File: config.mk
export PLATFORM = sky130hd
export DESIGN_NAME = vliw_stage_skid_reg
export DESIGN_NICKNAME = d
export VERILOG_FILES = /design/src/rtl/vliw_pipe_pkg.sv /design/src/rtl/vliw_pipe_entry.sv /design/src/rtl/vliw_stage_skid_reg.sv
export SDC_FILE = /design/constraint.sdc
export NUM_CORES = 1
export LEC_CHECK = 0
export CORE_MARGIN = 2
export CORE_UTILIZATION = 40
export CTS_CLUSTER_DIAMETER = 50
export CTS_CLUSTER_SIZE = 16
export DETAILED_ROUTE_END_ITERATION = 7
export GPL_ROUTABILITY_DRIVEN = 0
export GPL_TIMING_DRIVEN = 0
export MAX_ROUTING_LAYER = met4
export PLACE_DENSITY = 0.64
export SYNTH_ARGS = -nofsm -noshare
export SYNTH_HDL_FRONTEND = slang
export SYNTH_HIERARCHICAL = 1
export SYNTH_SLANG_ARGS = --single-unit
File: constraint.sdc
create_clock -name clk -period 12.1 [get_ports clk]
set_clock_uncertainty 0.2 [all_clocks]
set_input_delay 2.42 -clock clk [delete_from_list [all_inputs] [get_ports clk]]
set_output_delay 2.42 -clock clk [all_outputs]
set_load 0.03 [all_outputs]
File: src/rtl/vliw_pipe_pkg.sv
// rtl/vliw_pipe_pkg.sv - shared types and defaults for VLIW inter-stage registers
package vliw_pipe_pkg;

  localparam int LANES_DEF  = 4;
  localparam int DATA_W_DEF = 64;
  localparam int PC_W_DEF   = 32;

  localparam logic [LANES_DEF-1:0] NOP_ALL = {LANES_DEF{1'b1}};

  typedef enum logic [1:0] {ST_EMPTY, ST_ONE, ST_TWO} skid_state_t;

  // Bundle at the default pipeline geometry; modules with other widths use flat vectors.
  typedef struct packed {
    logic [LANES_DEF-1:0]            nop;
    logic [LANES_DEF*DATA_W_DEF-1:0] data;
    logic [PC_W_DEF-1:0]             pc;
  } bundle_t;

endpackage

File: src/rtl/vliw_pipe_entry.sv
// rtl/vliw_pipe_entry.sv - one bundle register with clear, load and sticky kill mask
module vliw_pipe_entry #(
  parameter int LANES  = 4,
  parameter int DATA_W = 64,
  parameter int PC_W   = 32
) (
  input  logic                    clk,
  input  logic                    rst,
  input  logic                    clear,
  input  logic                    load,
  input  logic [LANES-1:0]        kill,
  input  logic [LANES-1:0]        d_nop,
  input  logic [LANES*DATA_W-1:0] d_data,
  input  logic [PC_W-1:0]         d_pc,
  output logic [LANES-1:0]        q_nop,
  output logic [LANES*DATA_W-1:0] q_data,
  output logic [PC_W-1:0]         q_pc
);

  // Clear only forces the nop mask; stale payload is harmless behind an all-nop mask.
  always_ff @(posedge clk or posedge rst) begin
    if (rst) begin
      q_nop  <= '1;
      q_data <= '0;
      q_pc   <= '0;
    end else if (clear) begin
      q_nop  <= '1;
    end else if (load) begin
      q_nop  <= d_nop;
      q_data <= d_data;
      q_pc   <= d_pc;
    end else begin
      q_nop  <= q_nop | kill;
    end
  end

endmodule

File: src/rtl/vliw_stage_skid_reg.sv
// rtl/vliw_stage_skid_reg.sv - elastic VLIW stage register with 2-entry skid, flush and lane kill
module vliw_stage_skid_reg
  import vliw_pipe_pkg::*;
#(
  parameter int LANES  = LANES_DEF,
  parameter int DATA_W = DATA_W_DEF,
  parameter int PC_W   = PC_W_DEF
) (
  input  logic                    clk,
  input  logic                    rst,
  input  logic                    flush,
  input  logic                    in_valid,
  output logic                    in_ready,
  input  logic [LANES-1:0]        in_nop,
  input  logic [LANES*DATA_W-1:0] in_data,
  input  logic [PC_W-1:0]         in_pc,
  input  logic [LANES-1:0]        kill_lane,
  output logic                    out_valid,
  input  logic                    out_ready,
  output logic [LANES-1:0]        out_nop,
  output logic [LANES*DATA_W-1:0] out_data,
  output logic [PC_W-1:0]         out_pc
);

  skid_state_t state, next_state;

  logic push, pop;
  logic main_load, main_clear, skid_load, skid_clear;
  logic [LANES-1:0]        main_kill;
  logic [LANES-1:0]        main_d_nop;
  logic [LANES*DATA_W-1:0] main_d_data;
  logic [PC_W-1:0]         main_d_pc;
  logic [LANES-1:0]        skid_nop;
  logic [LANES*DATA_W-1:0] skid_data;
  logic [PC_W-1:0]         skid_pc;

  assign push = in_valid & in_ready;
  assign pop  = out_valid & out_ready;

  always_comb begin
    next_state = state;
    if (flush) begin
      next_state = ST_EMPTY;
    end else begin
      case (state)
        ST_EMPTY: if (push) next_state = ST_ONE;
        ST_ONE: begin
          if (push && !pop)      next_state = ST_TWO;
          else if (pop && !push) next_state = ST_EMPTY;
        end
        ST_TWO:   if (pop) next_state = ST_ONE;
        default:  next_state = ST_EMPTY;
      endcase
    end
  end

  // Main reloads from the skid when draining TWO, otherwise straight from the input.
  always_comb begin
    main_load  = 1'b0;
    skid_load  = 1'b0;
    skid_clear = 1'b0;
    if (!flush) begin
      case (state)
        ST_EMPTY: main_load = push;
        ST_ONE: begin
          main_load = push & pop;
          skid_load = push & ~pop;
        end
        ST_TWO: begin
          main_load  = pop;
          skid_clear = pop;
        end
        default: main_load = 1'b0;
      endcase
    end else begin
      skid_clear = 1'b1;
    end
  end

  assign main_clear  = flush | (pop & (next_state == ST_EMPTY));
  assign main_kill   = kill_lane & {LANES{out_valid & ~pop}};
  assign main_d_nop  = (state == ST_TWO) ? skid_nop  : in_nop;
  assign main_d_data = (state == ST_TWO) ? skid_data : in_data;
  assign main_d_pc   = (state == ST_TWO) ? skid_pc   : in_pc;

  always_ff @(posedge clk or posedge rst) begin
    if (rst) begin
      state     <= ST_EMPTY;
      out_valid <= 1'b0;
      in_ready  <= 1'b1;
    end else begin
      state     <= next_state;
      out_valid <= (next_state != ST_EMPTY);
      in_ready  <= (next_state != ST_TWO);
    end
  end

  vliw_pipe_entry #(.LANES(LANES), .DATA_W(DATA_W), .PC_W(PC_W)) u_main (
    .clk    (clk),
    .rst    (rst),
    .clear  (main_clear),
    .load   (main_load),
    .kill   (main_kill),
    .d_nop  (main_d_nop),
    .d_data (main_d_data),
    .d_pc   (main_d_pc),
    .q_nop  (out_nop),
    .q_data (out_data),
    .q_pc   (out_pc)
  );

  vliw_pipe_entry #(.LANES(LANES), .DATA_W(DATA_W), .PC_W(PC_W)) u_skid (
    .clk    (clk),
    .rst    (rst),
    .clear  (skid_clear),
    .load   (skid_load),
    .kill   ({LANES{1'b0}}),
    .d_nop  (in_nop),
    .d_data (in_data),
    .d_pc   (in_pc),
    .q_nop  (skid_nop),
    .q_data (skid_data),
    .q_pc   (skid_pc)
  );

endmodule

; ---- After elaboration in Yosys (flattened, before gate mapping)
; Index checks and enable logic that the tools add are counted.
; W data, S select, Z words.
[word_totals]
register_bits = 588
in_bits = 301
out_inout_bits = 294
word_cells = 53
[classes]
n_eq_ne = 3
n_mux = 19
bitwise_logic = 12
reduce_logical = 10
[op_table]
columns = operator, n
row1 = $mux W256, 1
row2 = $mux W32, 1
row3 = $mux W4, 5
row4 = $mux W2, 5
row5 = $and A1 B1 Y1, 6
row6 = $pmux W2 S3, 1
row7 = $mux W1, 5
row8 = $and A4 B4 Y4, 1
row9 = $logic_not A2 Y1, 2
row10 = $or A4 B4 Y4, 1
row11 = $reduce_and A2 Y1, 2
row12 = $reduce_bool A2 Y1, 2
row13 = $not A1 Y1, 3
row14 = $pmux W1 S3, 1
row15 = $eq A2 B1 Y1 const B, 1
row16 = $eq A2 B2 Y1 const B, 1
row17 = $logic_and A1 B1 Y1, 2
row18 = $logic_not A1 Y1, 2
row19 = $ne A2 B2 Y1 const B, 1
row20 = $or A1 B1 Y1, 1

; ---- Depth between registers and ports, before layout
; Gate-level depths: netlist (run 1).
[depth]
depth_word = 12
depth_mapped = 10
mapped_depth_nobuf = 5

; ---- By module
; The synthesis (run 1) kept the hierarchy.
[modules_own_cells]
columns = module, instances, cells_each, area_per_inst_um2
row1 = vliw_pipe_entry, 2, 625, 11911.4
row2 = vliw_stage_skid_reg, 1, 973, 4038.9

; ---- Worst setup path before layout (run 1)
; Ideal clock, no wire load.
[synth_path]
kind = input -> register
from = input out_ready
to = register u_skid.q_data[0]
setup_ns = 0.125
t_arrival_ns = 4.001
t_required_ns = 11.775
slack_ns = 7.774
path_stages = 8
path_buffers = 3
path_cell_list = nand2_1 nand2_1 nor4_1 nor2b_2 buf_6 buf_12 buf_12 mux2_4
[synth_via]
elab_chain_cells = 6
[synth_rtl]
columns = item, line_no
row1 = from (decl), vliw_stage_skid_reg.sv:19  ; input logic out_ready,
row2 = $and A1 B1 Y1, vliw_stage_skid_reg.sv:38  ; assign pop = out_valid & out_ready;
row3 = $not A1 Y1, vliw_stage_skid_reg.sv:67  ; skid_load = push & ~pop;
row4 = $and A1 B1 Y1, vliw_stage_skid_reg.sv:67
row5 = $mux W1, vliw_stage_skid_reg.sv:63  ; case (state)
row6 = $mux W1, vliw_stage_skid_reg.sv:62  ; if (!flush) begin
row7 = net skid_load, vliw_stage_skid_reg.sv:28  ; logic main_load, main_clear, skid_load, skid_clear;
row8 = $reduce_and A2 Y1 (no line), -
row9 = to (signal assigned), vliw_pipe_entry.sv:30  ; q_data <= d_data;
row10 = to (decl), vliw_pipe_entry.sv:16  ; output logic [LANES*DATA_W-1:0] q_data,
; The timed path passes the listed nets, and every way through them passes these cells.
; A chain may end at the register's enable or synchronous reset.

; ---- Final worst setup path (run 1)
[layout_path]
from = input out_ready
to = register u_skid.q_pc[7]
[layout_via]
elab_chain_cells = 6
[layout_rtl]
columns = item, line_no
row1 = $and A1 B1 Y1, vliw_stage_skid_reg.sv:38
row2 = $not A1 Y1, vliw_stage_skid_reg.sv:67
row3 = $and A1 B1 Y1, vliw_stage_skid_reg.sv:67
row4 = $mux W1, vliw_stage_skid_reg.sv:63
row5 = $mux W1, vliw_stage_skid_reg.sv:62
row6 = net skid_load, vliw_stage_skid_reg.sv:28
row7 = $reduce_and A2 Y1 (no line), -
row8 = to (signal assigned), vliw_pipe_entry.sv:31  ; q_pc <= d_pc;
row9 = to (decl), vliw_pipe_entry.sv:17  ; output logic [PC_W-1:0] q_pc
; The timed path passes the listed nets, and every way through them passes these cells.

==> results of run 1 <==
==> area by class of cell <==
| type | count | area share, % |
|---|---|---|
| Multi-Input combinational cell | 1504 | 30.6 |
| Sequential cell | 588 | 38.9 |
| Inverter | 4 | 0.0793 |
| Clock inverter | 51 | 1.81 |
| Antenna cell | 29 | 0.192 |
| Buffer | 130 | 4.08 |
| Timing Repair Buffer | 599 | 16.1 |
| Clock buffer | 84 | 5.20 |
| Tap cell | 931 | 3.08 |
==> path summary, 6_finish.rpt <==
| check | depth (start not counted) | end | from | slack (ns) |
|---|---|---|---|---|
| worst min register to register | 1 | u_skid/q_data[53] | u_skid/q_data[53] | 0.31 |
| min in group asynchronous | 2 | out_valid | rst | 2.09 |
| max in group asynchronous | 4 | u_main/q_data[98] | rst | 8.14 |
| worst min-delay path | 1 | u_skid/q_data[53] | u_skid/q_data[53] | 0.31 |
| worst max register to register | 10 | u_main/q_pc[3] | state[1] | 9.07 |
| worst max-delay path | 9 | u_skid/q_pc[7] | out_ready | 7.40 |
==> critical path: stages <==
cell             delay (ns)
clkdlybuf4s50_1        0.46
nand2_1                0.16
nand2_1                0.09
nor4_1                 0.61
nor2b_2                0.28
buf_6                  0.21
buf_12                 0.22
buf_12                 0.19
mux2_4                 0.31
==> cell families after synthesis <==
group	count (synthesis)
AOI/OAI and AO/OA	17
and+or+nand+nor	907
DFF	588
buffers and inverters	134
muxes	576
other	1
==> state kept, by name (all words and copies together), names as in the netlist, 2 cells and up <==
register	cells
u_main/q_data	256
u_skid/q_data	256
u_main/q_pc	32
u_skid/q_pc	32
u_main/q_nop	4
u_skid/q_nop	4
state	2
==> metal layers <==
metal  global-route usage, %  vias up  part of all wire [%]  wire [um]
met1                    27.2     9325                    41      32400
li1                        -     8699                     -          -
met2                    35.8      522                    48      38300
met3                    7.45      135                   8.1       6450
met5                       -        -                     0          0
met4                    9.10        0                   3.3       2660
==> cell usage in the layout (no fill, tap or decap), types with 9 or more instances in the layout <==
master | Yosys | final
mux2_4 | 400 | 400
nor2_1 | 10 | 10
inv_6 | 0 | 11
buf_2 | 22 | 22
buf_4 | 42 | 42
buf_12 | 44 | 44
clkbuf_16 | 0 | 74
dfrtp_1 | 579 | 579
diode_2 | 0 | 29
clkdlybuf4s50_1 | 0 | 594
bufinv_16 | 0 | 9
buf_6 | 21 | 21
clkinvlp_4 | 0 | 11
mux2_2 | 176 | 176
nand2_1 | 880 | 880
dfstp_2 | 9 | 9
==> stage by stage <==
stage / util (%) / cell area, um^2
4_1_cts: 54.9 / 37800
3_5_place_dp: 51.1 / 35100
2_1_floorplan: - / 27900
5_1_grt: 55.0 / 37900
3_3_place_gp: 50.8 / 35000
6_report: 55.0 / 37900
==> report_power, final <==
part	switching, mW	total [mW]	internal [mW]
Combinational	1.37	2.89	1.52
Clock	0.959	2.36	1.40
Sequential	0.399	3.06	2.66
Total	2.73	8.31	5.58
==> flow_summary.ini, run 1 <==
[critical_path]
critPathArrivalTime_ns = 4.98
cp_max_fo = 10
endpoint_kind = flip-flop
worstSetupPathType = in -> reg
cp-start-kind = input port
required_ns = 12.38

[global_routing]
overflow = 0
grt_pass1_wl_um = 122000
grt_usage_pct = 22.8
antenna_found_initial = 28
grt_pass1_vias = 20100
grt_start_max_net_pins = 114

[synth]
synth_most_common_cell = nand2_1
synth-async-reset-ratio_pct = 100
synth_area_leaders = dfrtp_1 52%, mux2_4 22%, nand2_1 12%
synth.distinct_cells = 28
ys.flop_type = dfrtp_1
synth.cell_area_um2 = 27900
netlist.area_leader.share_pct = 52.0
yosys-top-cells-count = 880 x nand2_1, 579 x dfrtp_1, 400 x mux2_4, 176 x mux2_2, 44 x buf_12
synth_top_family_by_area = multiplexers
ys_seq_area_share_pct = 52.9
yosysWarnings = 6
synthAdderAreaFrac_pct = 0
synth-seq-cells = 588
yosys.area_share.simple_pct = 12.4
synth_edf_count = 0
synth_area_leader_cell = dfrtp_1
syn_inst = 2223
synth.avg_cell_area_um2 = 12.5
synthMuxAreaShare_pct = 28.7
synth-compound-area-share_pct = 0.454
synth_xor_area_share_pct = 0

[sta]
fmaxAchievable_ghz = 0.213
max-slew-margin-rel_pct = 47.2
min_period_over_period_pct = 38.9
hold_violations = 0
tns_ns = 0
rsz0062_at_grt = false
setup_viol = 0
setup_ws_ns = 7.40
hold_slack_ns = 0.306
finalCriticalPeriod_ns = 4.70
tightest_slew_ns = 0.785
maxSlewViolCount = 0

[layout]
seqCellArea_um2 = 14700
layout.cells.non_filler = 3920
syn_to_final_growth_pct = 35.9
multi_input_area_um2 = 11600
fillers = 5696
drive_gt1_share_pct = 28.9
finalNetCount = 3201

[run]
drv_cap = 0

[hold_path]
hold_path_class = reg -> reg

[cts]
cts_setup_buffers = 0
tritoncts = yes
ctsLongestPathBuffers = 3
cts_buffers = 73
root_buffer = clkbuf_16
holdBufCountCts = 0
clkTransAtPathRegs_ns = 0.06
cts_resized = 0
clk_latency_ns = 0.61
cts.sinks = 588
cts_max_level = 3

[detailed_routing]
route.vias.total = 18700
ant_nets = 0
avgRoutedWirePerCell_um = 20.4
first_pass_iters = 5
vias_per_cell = 4.77
drc = 0
drt_iter0_drc = 930
postRouteWirelength_um = 79800

[power]
powerDensity_nw_per_um2 = 220
p_leak_nw = 17.6
power_mw = 8.31
vdd_drop_max_v = 0.000173

[place]
dpl.cell_count = 3756
dp_slack_ns = 6.78
hpwl_um = 57200
port_buffers = 594

[run_status]
status = finished clean

[floorplanning]
rows = 96
dieArea_um2 = 71800
die_h_um = 268
ios = 595
core_area_um2 = 68800
dieWidth_um = 268
start_util_pct = 40.5
(Power assumes the default switching activity.)
==> inputs of run 2 (changes only) <==
--- a/config.mk
+++ b/config.mk
@@ -13,7 +13,7 @@
 export GPL_ROUTABILITY_DRIVEN = 0
 export GPL_TIMING_DRIVEN = 0
 export MAX_ROUTING_LAYER = met4
-export PLACE_DENSITY = 0.64
+export PLACE_DENSITY = 0.67
 export SYNTH_ARGS = -nofsm -noshare
 export SYNTH_HDL_FRONTEND = slang
 export SYNTH_HIERARCHICAL = 1
==> constraint.sdc (replaced) <==
create_clock -name clk -period 4.1 [get_ports clk]
set_clock_uncertainty 0.2 [all_clocks]
set_input_delay 0.82 -clock clk [delete_from_list [all_inputs] [get_ports clk]]
set_output_delay 0.82 -clock clk [all_outputs]
set_load 0.03 [all_outputs]
==> flow_summary.ini, run 2 (synthesis results as in run 1) <==
[run_status]
status = finished clean

[critical_path]
rrSetupSlack_ns = 1.06
critPathTopFamily = simple AND/OR/NAND/NOR gates
cp-start-kind = input port
max_stage_delay_ns = 0.66
cp_max_fo = 10
critPathArrivalTime_ns = 3.45
worstSetupPathType = in -> reg
critPathBufInv = 4
endpoint_kind = flip-flop
required_ns = 4.37
crit_chain = clkdlybuf4s50_1, nand2_1, nand2_1, nor4_1, nor2b_2, buf_6, buf_12, buf_12, mux2_4
slowest_stage = nor4_1

[layout]
stdcell_area_um2 = 38100
fillers = 5539
final_common_cell = nand2_1
seqCellArea_um2 = 14700
final_cell_mix = 880 x nand2_1, 594 x clkdlybuf4s50_1, 579 x dfrtp_1, 400 x mux2_4, 176 x mux2_2
multi_input_area_um2 = 11600
syn_to_final_growth_pct = 36.6
finalNetCount = 3215
drive_gt1_share_pct = 29.2
fin_util_pct = 55.3
reg.largest.list = u_main/q_data x256, u_skid/q_data x256

[global_routing]
grt_pass1_wl_um = 123000
grt_start_max_net_pins = 40
grt_usage_pct = 22.7
overflow = 0
grt_pass1_vias = 20500
antenna_found_initial = 23

[cts]
cts_max_level = 3
cts_buffers = 74
clk_latency_ns = 0.61
ctsLongestPathBuffers = 3
cts_setup_buffers = 0
cts_resized = 0
root_buffer = clkbuf_16
holdBufCountCts = 0
clkTransAtPathRegs_ns = 0.05
tritoncts = yes
cts.sinks = 588

[power]
vdd_drop_max_v = 0.000434
p_leak_nw = 17.7
clkPwrFrac_pct = 28.2
powerDensity_nw_per_um2 = 644
p_switching_mw = 8.08
p_int_mw = 16.4
p_comb_share_pct = 34.9
pwr-share-seq_pct = 36.9
sw_frac_of_total_pct = 33.0

[sta]
tightest_slew_ns = 0.855
hold_slack_ns = 0.305
rsz0062_at_grt = false
finalCriticalPeriod_ns = 3.19
maxSlewViolCount = 0
setup_viol = 0
hold_violations = 0
max-slew-margin-rel_pct = 42.5
min_period_over_period_pct = 77.8
fmaxAchievable_ghz = 0.314

[floorplanning]
rows = 96
die_h_um = 268
dieArea_um2 = 71800
ios = 595
core_area_um2 = 68800
dieWidth_um = 268
start_util_pct = 40.5

[place]
placed_area_um2 = 35400
port_buffers = 594
hpwl_um = 58300

[detailed_routing]
postRouteWirelength_um = 79600
first_pass_iters = 5
drt_iter0_drc = 1005
ant_nets = 0
drc = 0
route.vias.total = 18900
avgRoutedWirePerCell_um = 20.3
vias_per_cell = 4.81

[run]
drv_cap = 0

[hold_path]
hold_path_class = reg -> reg
-- run 2: changes by cell type in the layout (fill, tap and decap cells not counted), sizes merged --
cell / before / now
clkbuf: 85 / 86
buf: 134 / 147
bufinv: 9 / 7
diode: 29 / 22
inv: 20 / 22
clkinv: 15 / 16
-- run 2: path summary, 6_finish.rpt --
kind / from / endpoint / cells past startpoint
worst max register to register: state[1] / u_main/q_data[231] / 10
min in group asynchronous: rst / out_valid / 2
worst max-delay path: out_ready / u_skid/q_pc[3] / 9
worst min-delay path: u_main/q_data[40] / u_main/q_data[40] / 1
max in group asynchronous: rst / u_skid/q_data[147] / 7
worst min register to register: u_main/q_data[40] / u_main/q_data[40] / 1
-- run 2: power by group through the flow --
| stage | clock, mW | sequential, mW | combinational (mW) |
|---|---|---|---|
| detailed placement | 0 | 9.09 | 8.56 |
| CTS | 7.09 | 9.04 | 8.61 |
| finish | 6.91 | 9.04 | 8.55 |
| floorplan | 0 | 10.9 | 3.22 |
| global placement | 0 | 9.01 | 8.41 |
| global route | 7.35 | 9.29 | 8.96 |
-- run 2: area by class of cell --
class / count / share of cell area [%]
Sequential cell: 588 / 38.7
Multi-Input combinational cell: 1504 / 30.4
Timing Repair Buffer: 612 / 16.6
Clock buffer: 85 / 5.21
Buffer: 130 / 4.06
Tap cell: 931 / 3.06
Clock inverter: 52 / 1.76
Antenna cell: 22 / 0.145
Inverter: 4 / 0.0592
-- run 2: metrics by stage --
step	worst slack (ns)	std cells	power, mW	TNS, ns
6_report	0.912	3928	24.5	0
5_1_grt	0.802	3928	25.6	0
4_1_cts	1.04	3906	24.7	0
3_5_place_dp	0.388	3769	17.7	0
3_3_place_gp	-3.61	3751	17.4	-2050.79
2_1_floorplan	-0.792	2226	14.1	-456.13
-- run 2: layer usage --
metal	vias to the layer above	track usage, %	share of wire, %
li1	8731	-	-
met1	9532	26.8	41
met2	490	36.7	49
met3	143	6.78	7.1
met4	0	8.59	3.3
met5	-	-	0
